===== src/rtl/modular_addition_384_serial.sv =====
// Word-serial (x + y) mod M over the BLS12-381 base field, one LIMB_W-bit limb per cycle.
// Sum and sum-minus-M limbs are built in parallel, and the final carry/borrow picks one of them.
module modular_addition_384_serial #(
  parameter int LIMB_W = 64
) (
  input  logic         clk,
  input  logic         rst_n,
  input  logic         in_valid,
  output logic         in_ready,
  input  logic [383:0] x_add,
  input  logic [383:0] y_add,
  output logic         out_valid,
  input  logic         out_ready,
  output logic [383:0] z_add
);

  localparam int NLIMB = 384 / LIMB_W;
  localparam int CNT_W = $clog2(NLIMB);
  localparam logic [383:0] M =
    384'h1a0111ea397fe69a4b1ba7b6434bacd764774b84f38512bf6730d2a0f6b0f6241eabfffeb153ffffb9feffffffffaaab;

  typedef enum logic [1:0] {IDLE, RUN, DONE} state_t;

  state_t             state, state_next;
  logic [383:0]       x_q, y_q, s_q, t_q;
  logic [383:0]       s_next, t_next;
  logic               c_q, b_q;
  logic [CNT_W-1:0]   cnt;
  logic [LIMB_W:0]    sum, diff;
  logic               last_limb, sel, accept;
  int                 idx;

  assign in_ready  = (state == IDLE);
  assign out_valid = (state == DONE);
  assign accept    = in_valid && in_ready;
  assign last_limb = (cnt == CNT_W'(NLIMB - 1));
  // Carry out means x+y overflowed 2^384; no borrow means the sum is at least M.
  assign sel       = sum[LIMB_W] | ~diff[LIMB_W];

  // NOTE: every variable assigned here gets a full default first so no latch is inferred.
  always_comb begin
    idx    = int'(cnt) * LIMB_W;
    sum    = {1'b0, x_q[idx +: LIMB_W]} + {1'b0, y_q[idx +: LIMB_W]}
             + {{LIMB_W{1'b0}}, c_q};
    diff   = {1'b0, sum[LIMB_W-1:0]} - {1'b0, M[idx +: LIMB_W]}
             - {{LIMB_W{1'b0}}, b_q};
    s_next = s_q;
    t_next = t_q;
    s_next[idx +: LIMB_W] = sum[LIMB_W-1:0];
    t_next[idx +: LIMB_W] = diff[LIMB_W-1:0];
  end

  always_comb begin
    state_next = state;
    case (state)
      IDLE:    if (in_valid)  state_next = RUN;
      RUN:     if (last_limb) state_next = DONE;
      DONE:    if (out_ready) state_next = IDLE;
      default:                state_next = IDLE;
    endcase
  end

  // NOTE: sequential state uses non-blocking assignments so all registers update together.
  always_ff @(posedge clk or negedge rst_n) begin
    if (!rst_n) state <= IDLE;
    else        state <= state_next;
  end

  always_ff @(posedge clk or negedge rst_n) begin
    if (!rst_n) begin
      x_q   <= '0;
      y_q   <= '0;
      s_q   <= '0;
      t_q   <= '0;
      c_q   <= 1'b0;
      b_q   <= 1'b0;
      cnt   <= '0;
      z_add <= '0;
    end else begin
      if (accept) begin
        x_q <= x_add;
        y_q <= y_add;
        c_q <= 1'b0;
        b_q <= 1'b0;
        cnt <= '0;
      end else if (state == RUN) begin
        s_q <= s_next;
        t_q <= t_next;
        c_q <= sum[LIMB_W];
        b_q <= diff[LIMB_W];
        cnt <= cnt + 1'b1;
        if (last_limb) z_add <= sel ? t_next : s_next;
      end
    end
  end

endmodule

===== config.mk =====
export PLATFORM = sky130hd
export DESIGN_NAME = modular_addition_384_serial
export DESIGN_NICKNAME = d
export VERILOG_FILES = /design/src/rtl/modular_addition_384_serial.sv
export SDC_FILE = /design/constraint.sdc
export NUM_CORES = 2
export LEC_CHECK = 0
export CAP_MARGIN = 20
export CORE_MARGIN = 2
export CORE_UTILIZATION = 49
export DETAILED_ROUTE_END_ITERATION = 12
export DONT_BUFFER_PORTS = 1
export PLACE_DENSITY = 0.72
export SYNTH_ARGS = -nofsm -noshare
export SYNTH_HDL_FRONTEND = slang
export SYNTH_SLANG_ARGS = --single-unit

===== constraint.sdc =====
create_clock -name clk -period 19 [get_ports clk]
set_clock_uncertainty 0.05 [all_clocks]
set_input_delay 1.9 -clock clk [delete_from_list [all_inputs] [get_ports clk]]
set_output_delay 1.9 -clock clk [all_outputs]
set_load 0.02 [all_outputs]

== Word level (Yosys, flattened, before mapping) ==
Cells that the tools add are included.

* Output and inout bits: 386
* Register bits after elaboration: 1,927
* Input bits: 772
* Logic and storage cells: 49

* $add $sub $neg: 6
* Shift-type cells: 6
* Reduce and logical (&&, ||, !) cells: 6
* Equality and inequality tests: 6
* Bitwise logic cells: 3
* Multiplexer cells: 13

{| class="wikitable"
|+ Operator list
! kind !! number
|-
| $bwmux W384 || 2
|-
| $shiftx A384 B10 Y64 || 2
|-
| $shiftx A64 B33 Y384 || 2
|-
| $mux W384 || 1
|-
| $shift A64 B33 Y384 const A || 1
|-
| $shiftx A384 B10 Y64 const A || 1
|-
| $add A64 B64 Y65 || 1
|-
| $add A65 B1 Y65 || 1
|-
| $sub A64 B64 Y65 || 1
|-
| $sub A65 B1 Y65 || 1
|-
| $neg A9 Y33 || 1
|-
| $mux W2 || 3
|-
| $mux W3 || 2
|-
| $pmux W2 S3 || 1
|-
| $reduce_and A3 Y1 || 2
|-
| $mux W1 || 4
|-
| $ne A2 B2 Y1 const B || 2
|-
| $add A3 B1 Y3 const B || 1
|-
| $eq A3 B3 Y1 const B || 1
|-
| $eq A2 B1 Y1 const B || 1
|-
| $eq A2 B2 Y1 const B || 1
|-
| $logic_not A2 Y1 || 1
|-
| $ne A2 B1 Y1 const B || 1
|-
| $not A1 Y1 || 2
|-
| other kinds (4) || 4
|}

== Logic depth before layout (Yosys ltp) ==
* Depth after elaboration: 8
* Depth in mapped cells: 37
* Mapped depth without buffers: 28

== Worst setup path after synthesis ==
OpenSTA, ideal clock, no wires.

* Path type: register -> register
* Start: register cnt[0]
* End: register z_add[225]
* Path slack: 10.953 ns
* Setup time: 0.125 ns
* Buffers on the path: 8
* Clock period less this slack: 8.047 ns
* Required time: 18.825 ns
* Cell stages (with the launch flop): 36
* Data arrival time: 7.872 ns
* Path through: dfrtp_1 > clkbuf_1 > clkbuf_1 > buf_2 > clkbuf_1 > mux2i_1 > o21ai_0 > fa_1 > inv_1 > fa_1 > nand2b_1 > a21oi_1 > o211ai_1 > a211oi_1 > o21ai_1 > a21oi_1 > o2111a_1 > or3_1 > clkbuf_1 > nand2_1 > ha_1 > inv_1 > ha_1 > and3_1 > and2_1 > a221o_1 > a2111o_1 > o32ai_1 > or3_4 > nand4_2 > buf_4 > buf_6 > buf_4 > a221oi_1 > a21oi_1 > mux2_2

* Longest elaborated chain between the ends: 8
* Elaborated cells on any way between the ends: 18
* Classes of those cells: add/sub (5); eq/ne (1); shift (6); mux (3); bitwise (2); reduce/logical (1)

{| class="wikitable"
|+ Ends and longest elaborated chain
! item !! line !! text
|-
| start, declared || 28 || <nowiki>logic [CNT_W-1:0] cnt;</nowiki>
|-
| start signal, assigned || 91 || <nowiki>cnt <= cnt + 1'b1;</nowiki>
|-
| $shiftx A384 B10 Y64 || 43 || <nowiki>sum = {1'b0, x_q[idx +: LIMB_W]} + {1'b0, y_q[idx +: LIMB_W]}</nowiki>
|-
| $add A64 B64 Y65 || 43 ||
|-
| $add A65 B1 Y65 || 44 || <nowiki>+ {{LIMB_W{1'b0}}, c_q};</nowiki>
|-
| $sub A64 B64 Y65 || 45 || <nowiki>diff = {1'b0, sum[LIMB_W-1:0]} - {1'b0, M[idx +: LIMB_W]}</nowiki>
|-
| $sub A65 B1 Y65 || 46 || <nowiki>- {{LIMB_W{1'b0}}, b_q};</nowiki>
|-
| $shiftx A64 B33 Y384 or $not A1 Y1 (tied branches) || 50, 38 ||
|-
| $bwmux W384 or $or A1 B1 Y1 (tied branches) || 50, 38 ||
|-
| $mux W384 || 92 || <nowiki>if (last_limb) z_add <= sel ? t_next : s_next;</nowiki>
|-
| end signal, assigned || 92 ||
|-
| end, declared || 14 || <nowiki>output logic [383:0] z_add</nowiki>
|}

Parallel ways exist; a longest one is shown, timed or not.
A chain may end at the register's enable or synchronous reset.

== Worst setup path in the final report ==
* Start: register cnt[0]
* End: register z_add[379]

The elaborated chain is that of the path after synthesis.

==> metrics.md <==
| Metric | Value |
|---|---|
| Post_cts resized | 0 |
| Worst-margin pin slew | 1.32 ns |
| Worst Reg2Reg Path Length in Cells | 29 |
| Status | completed |
| Final core utilization | 54.1% |
| Share of the synthesized area in the top cell type | 49.8% |
| Chip height | 448 um |
| Critical R2R Launch | cnt[0] |
| Setup crit start kind | flip-flop |
| RR Endpoint | z_add[379] |
| Reg clk slew, reported paths | 0.06 ns |
| CP max-delay cell | dfrtp_4 |
| Core Box Area | 197000 um^2 |
| Sequential-to-total area share from yosys stat | 49.8% |
| Netlist cell types | 92 |
| Antenna violations before repair | 101 |
| Router iterations before antenna repair | 10 |
| CTS buffer count | 204 |
| Total gr overflow | 0 |
| Post-route DRC | 0 |
| Post-route ant nets | 0 |
| Worst-Skew Late Latency | 0.88 ns |
| Async set-reset flop share out of synthesis | 100% |
| First-pass GRT wire length | 567 mm |
| Via/cell ratio | 6.29 |
| Detailed placement HPWL | 287 mm |
| Mapped Cells | 11.0k |
| Filler cells | 17.8k |
| Root Buffer Master | clkbuf_16 |
| I/O Pins | 1158 |
| Site row count | 163 |
| Ys flop type | dfrtp_1 |
| Routability cong. | 0.980 |
| #FFs+latches synth | 1927 |
| Yosys top cell by area | dfrtp_1 |
| Max-cap violation count | 0 |
| Full die area | 201000 um^2 |
| Iteration-0 DRC Markers | 10.9k |
| Final setup vio count | 0 |
| Area contributors post-synth | dfrtp_1 50%, nand2_1 15%, o21ai_0 5.7%, mux4_2 3.0%, clkbuf_1 2.7% |
| Hold_buf cts | 0 |
| Part of the cycle the worst path needs | 65.1% |
| Post-Syn Nets | 12.0k |
| Final WS setup | 6.63 ns |
| Crit path required time | 19.65 ns |
| Worst Hold End | y_q[375] |
| Final wirelength | 401 mm |
| RSZ-0062 raised after global routing | false |
| Number of post-CTS setup repair buffers | 0 |
| DIE WIDTH | 448 um |
| Hold WS | 0.422 ns |
| # port buffers | 0 |
| Hold Vio Cnt, Final | 0 |
| FMAX | 0.0808 GHz |
| Worst Path Max Fanout | 59 |
| Clock period minus worst slack | 12.37 ns |
| Worst path max stage delay | 0.84 ns |
| Syn Area/Cell | 8.79 um^2 |
| Yosys warns | 0 |
| Post-synth EDFFs | 0 |
| Worst slew margin | 11.5% |
| Min-delay src | y_q[375] |
| DR vias | 84.6k |
| Setup TNS | 0 ns |
| Starting Density | 49.2% |
| CTS H-tree depth | 4 |
| Vias in the first global route | 79.7k |
| Reg area | 48200 um^2 |
| Crit path top cell by count | a21oi_1 |
| CTS tree | done |
| # nets final | 11.6k |
| Clk sinks | 1927 |
| Worst min path class | flip-flop to flip-flop |
| Max clock buf depth | 3 |
| Layout cell share with drive strength beyond 1 | 8.41% |
| Wire length per cell | 29.7 um |
| Area of the multi-input gates | 44900 um^2 |
| Worst Path Arrival | 13.02 ns |
| Setup WS pre-CTS | 6.88 ns |
| CP Class | flip-flop to flip-flop |
| Fin. max-slew vios | 0 |
| CP Capture Type | flip-flop |
| WHS Path Cells | 2 |
| All-Layer GR Usage | 38.9% |
| Synthesized cell area | 96800 um^2 |
| R2R Setup Slk | 6.63 ns |
| Largest net degree at the start of global routing | 298 |
| Synthesis-to-finish area growth | 10.0% |
## registers in the layout, indices dropped and copies added (netlist names)
register / cells
cnt: 3
y_q: 384
z_add: 384
t_q: 384
b_q: 1
x_q: 384
s_q: 384
state: 2
c_q: 1
## cells by family after synthesis
kind of cell    count (synthesis)  synth area share (%)
simple gates                 4673                  19.0
compound gates               2576                  16.7
flops                        1927                  49.8
buf+inv                      1061                  4.28
mux                           435                  6.29
fa+ha+maj                     206                  2.69
xor+xnor                      134                  1.24
## stage by stage
stage | std cells | instance area (um^2)
3_3_place_gp | 13000 | 98900
6_report | 13500 | 107000
2_1_floorplan | 11000 | 96800
4_1_cts | 13400 | 106000
3_5_place_dp | 13000 | 99100
5_1_grt | 13400 | 106000
## how the worst max path moves through the flow
stage,from,end,slack [ns],cells past startpoint
floorplan,cnt[0],z_add[225],10.95,35
global placement,cnt[0],z_add[379],5.64,28
detailed placement,cnt[0],z_add[379],6.88,29
CTS,cnt[0],z_add[379],6.86,29
global route,cnt[0],z_add[379],6.07,29
finish,cnt[0],z_add[379],6.63,29
## synthesized netlist by cell type, types with 15 or more instances
| library cell | instances |
|---|---|
| and3_1 | 25 |
| o22ai_1 | 15 |
| a21o_1 | 87 |
| a31oi_1 | 49 |
| xnor2_1 | 79 |
| o21ai_0 | 1104 |
| dfrtp_1 | 1927 |
| o31ai_1 | 134 |
| buf_1 | 48 |
| nand3_1 | 80 |
| o21ai_1 | 28 |
| inv_1 | 220 |
| o21bai_1 | 30 |
| a221o_1 | 26 |
| nor3_1 | 77 |
| or3_1 | 17 |
| a21oi_1 | 366 |
| mux2i_1 | 197 |
| a211oi_1 | 118 |
| a2bb2oi_1 | 15 |
| nand2b_1 | 20 |
| a22oi_1 | 119 |
| ha_1 | 202 |
| mux4_2 | 128 |
| mux2_2 | 110 |
| a311oi_1 | 18 |
| o211ai_1 | 110 |
| xor2_1 | 52 |
| nor2_1 | 363 |
| a221oi_1 | 141 |
| a22o_1 | 57 |
| nand4_1 | 51 |
| and2_1 | 59 |
| o21a_1 | 29 |
| buf_2 | 70 |
| clkbuf_1 | 704 |
| nand2_1 | 3920 |
## final cells by class
| class | instances | area share [%] |
|---|---|---|
| Clock inverter | 83 | 1.01 |
| Clock buffer | 290 | 5.58 |
| Antenna cell | 74 | 0.174 |
| Timing Repair Buffer | 205 | 1.87 |
| Sequential cell | 1927 | 45.3 |
| Tap cell | 2640 | 3.10 |
| Multi-Input combinational cell | 8024 | 42.2 |
| Inverter | 221 | 0.784 |
## cell usage in the layout (no fill, tap or decap), types with 30 or more instances in the layout
cell type / Yosys / layout
diode_2: 0 / 74
clkbuf_16: 0 / 207
a211oi_1: 118 / 118
clkbuf_1: 704 / 38
o211ai_1: 110 / 110
o21bai_1: 30 / 30
nand2_1: 3920 / 3908
mux2i_1: 197 / 197
xor2_1: 52 / 45
clkinv_2: 0 / 36
ha_1: 202 / 202
buf_4: 12 / 176
inv_1: 220 / 219
a22oi_1: 119 / 119
a21o_1: 87 / 87
nor3_1: 77 / 76
a31oi_1: 49 / 49
clkbuf_8: 0 / 45
xnor2_1: 79 / 52
mux2_2: 110 / 110
o31ai_1: 134 / 133
o21ai_0: 1104 / 1103
a21oi_1: 366 / 366
dfrtp_1: 1927 / 1925
a221oi_1: 141 / 141
mux4_2: 128 / 128
nor2_1: 363 / 359
a22o_1: 57 / 57
nand4_1: 51 / 51
nand3_1: 80 / 75
and2_1: 59 / 56
## layer usage
layer,track usage [%],routed length (um),share of wire (%)
met1,49.2,150000,37
met2,57.1,175000,44
met3,12.1,44200,11
met4,26.3,31500,7.9
met5,0,324,0.081
## critical path: cells and delay by family (launching register included)
kind | cells | cell delay, ns
buffers and inverters | 4 | 2.25
adder cells (fa/ha/maj) | 3 | 1.18
flip-flops | 1 | 0.84
AND/OR/NAND/NOR | 6 | 1.90
AO/OA/AOI/OAI | 15 | 5.17
multiplexers | 1 | 0.63
Power is left out: the tool's default activity adds up to more than one toggle a clock period on the data nets, which glitch-free logic cannot reach.
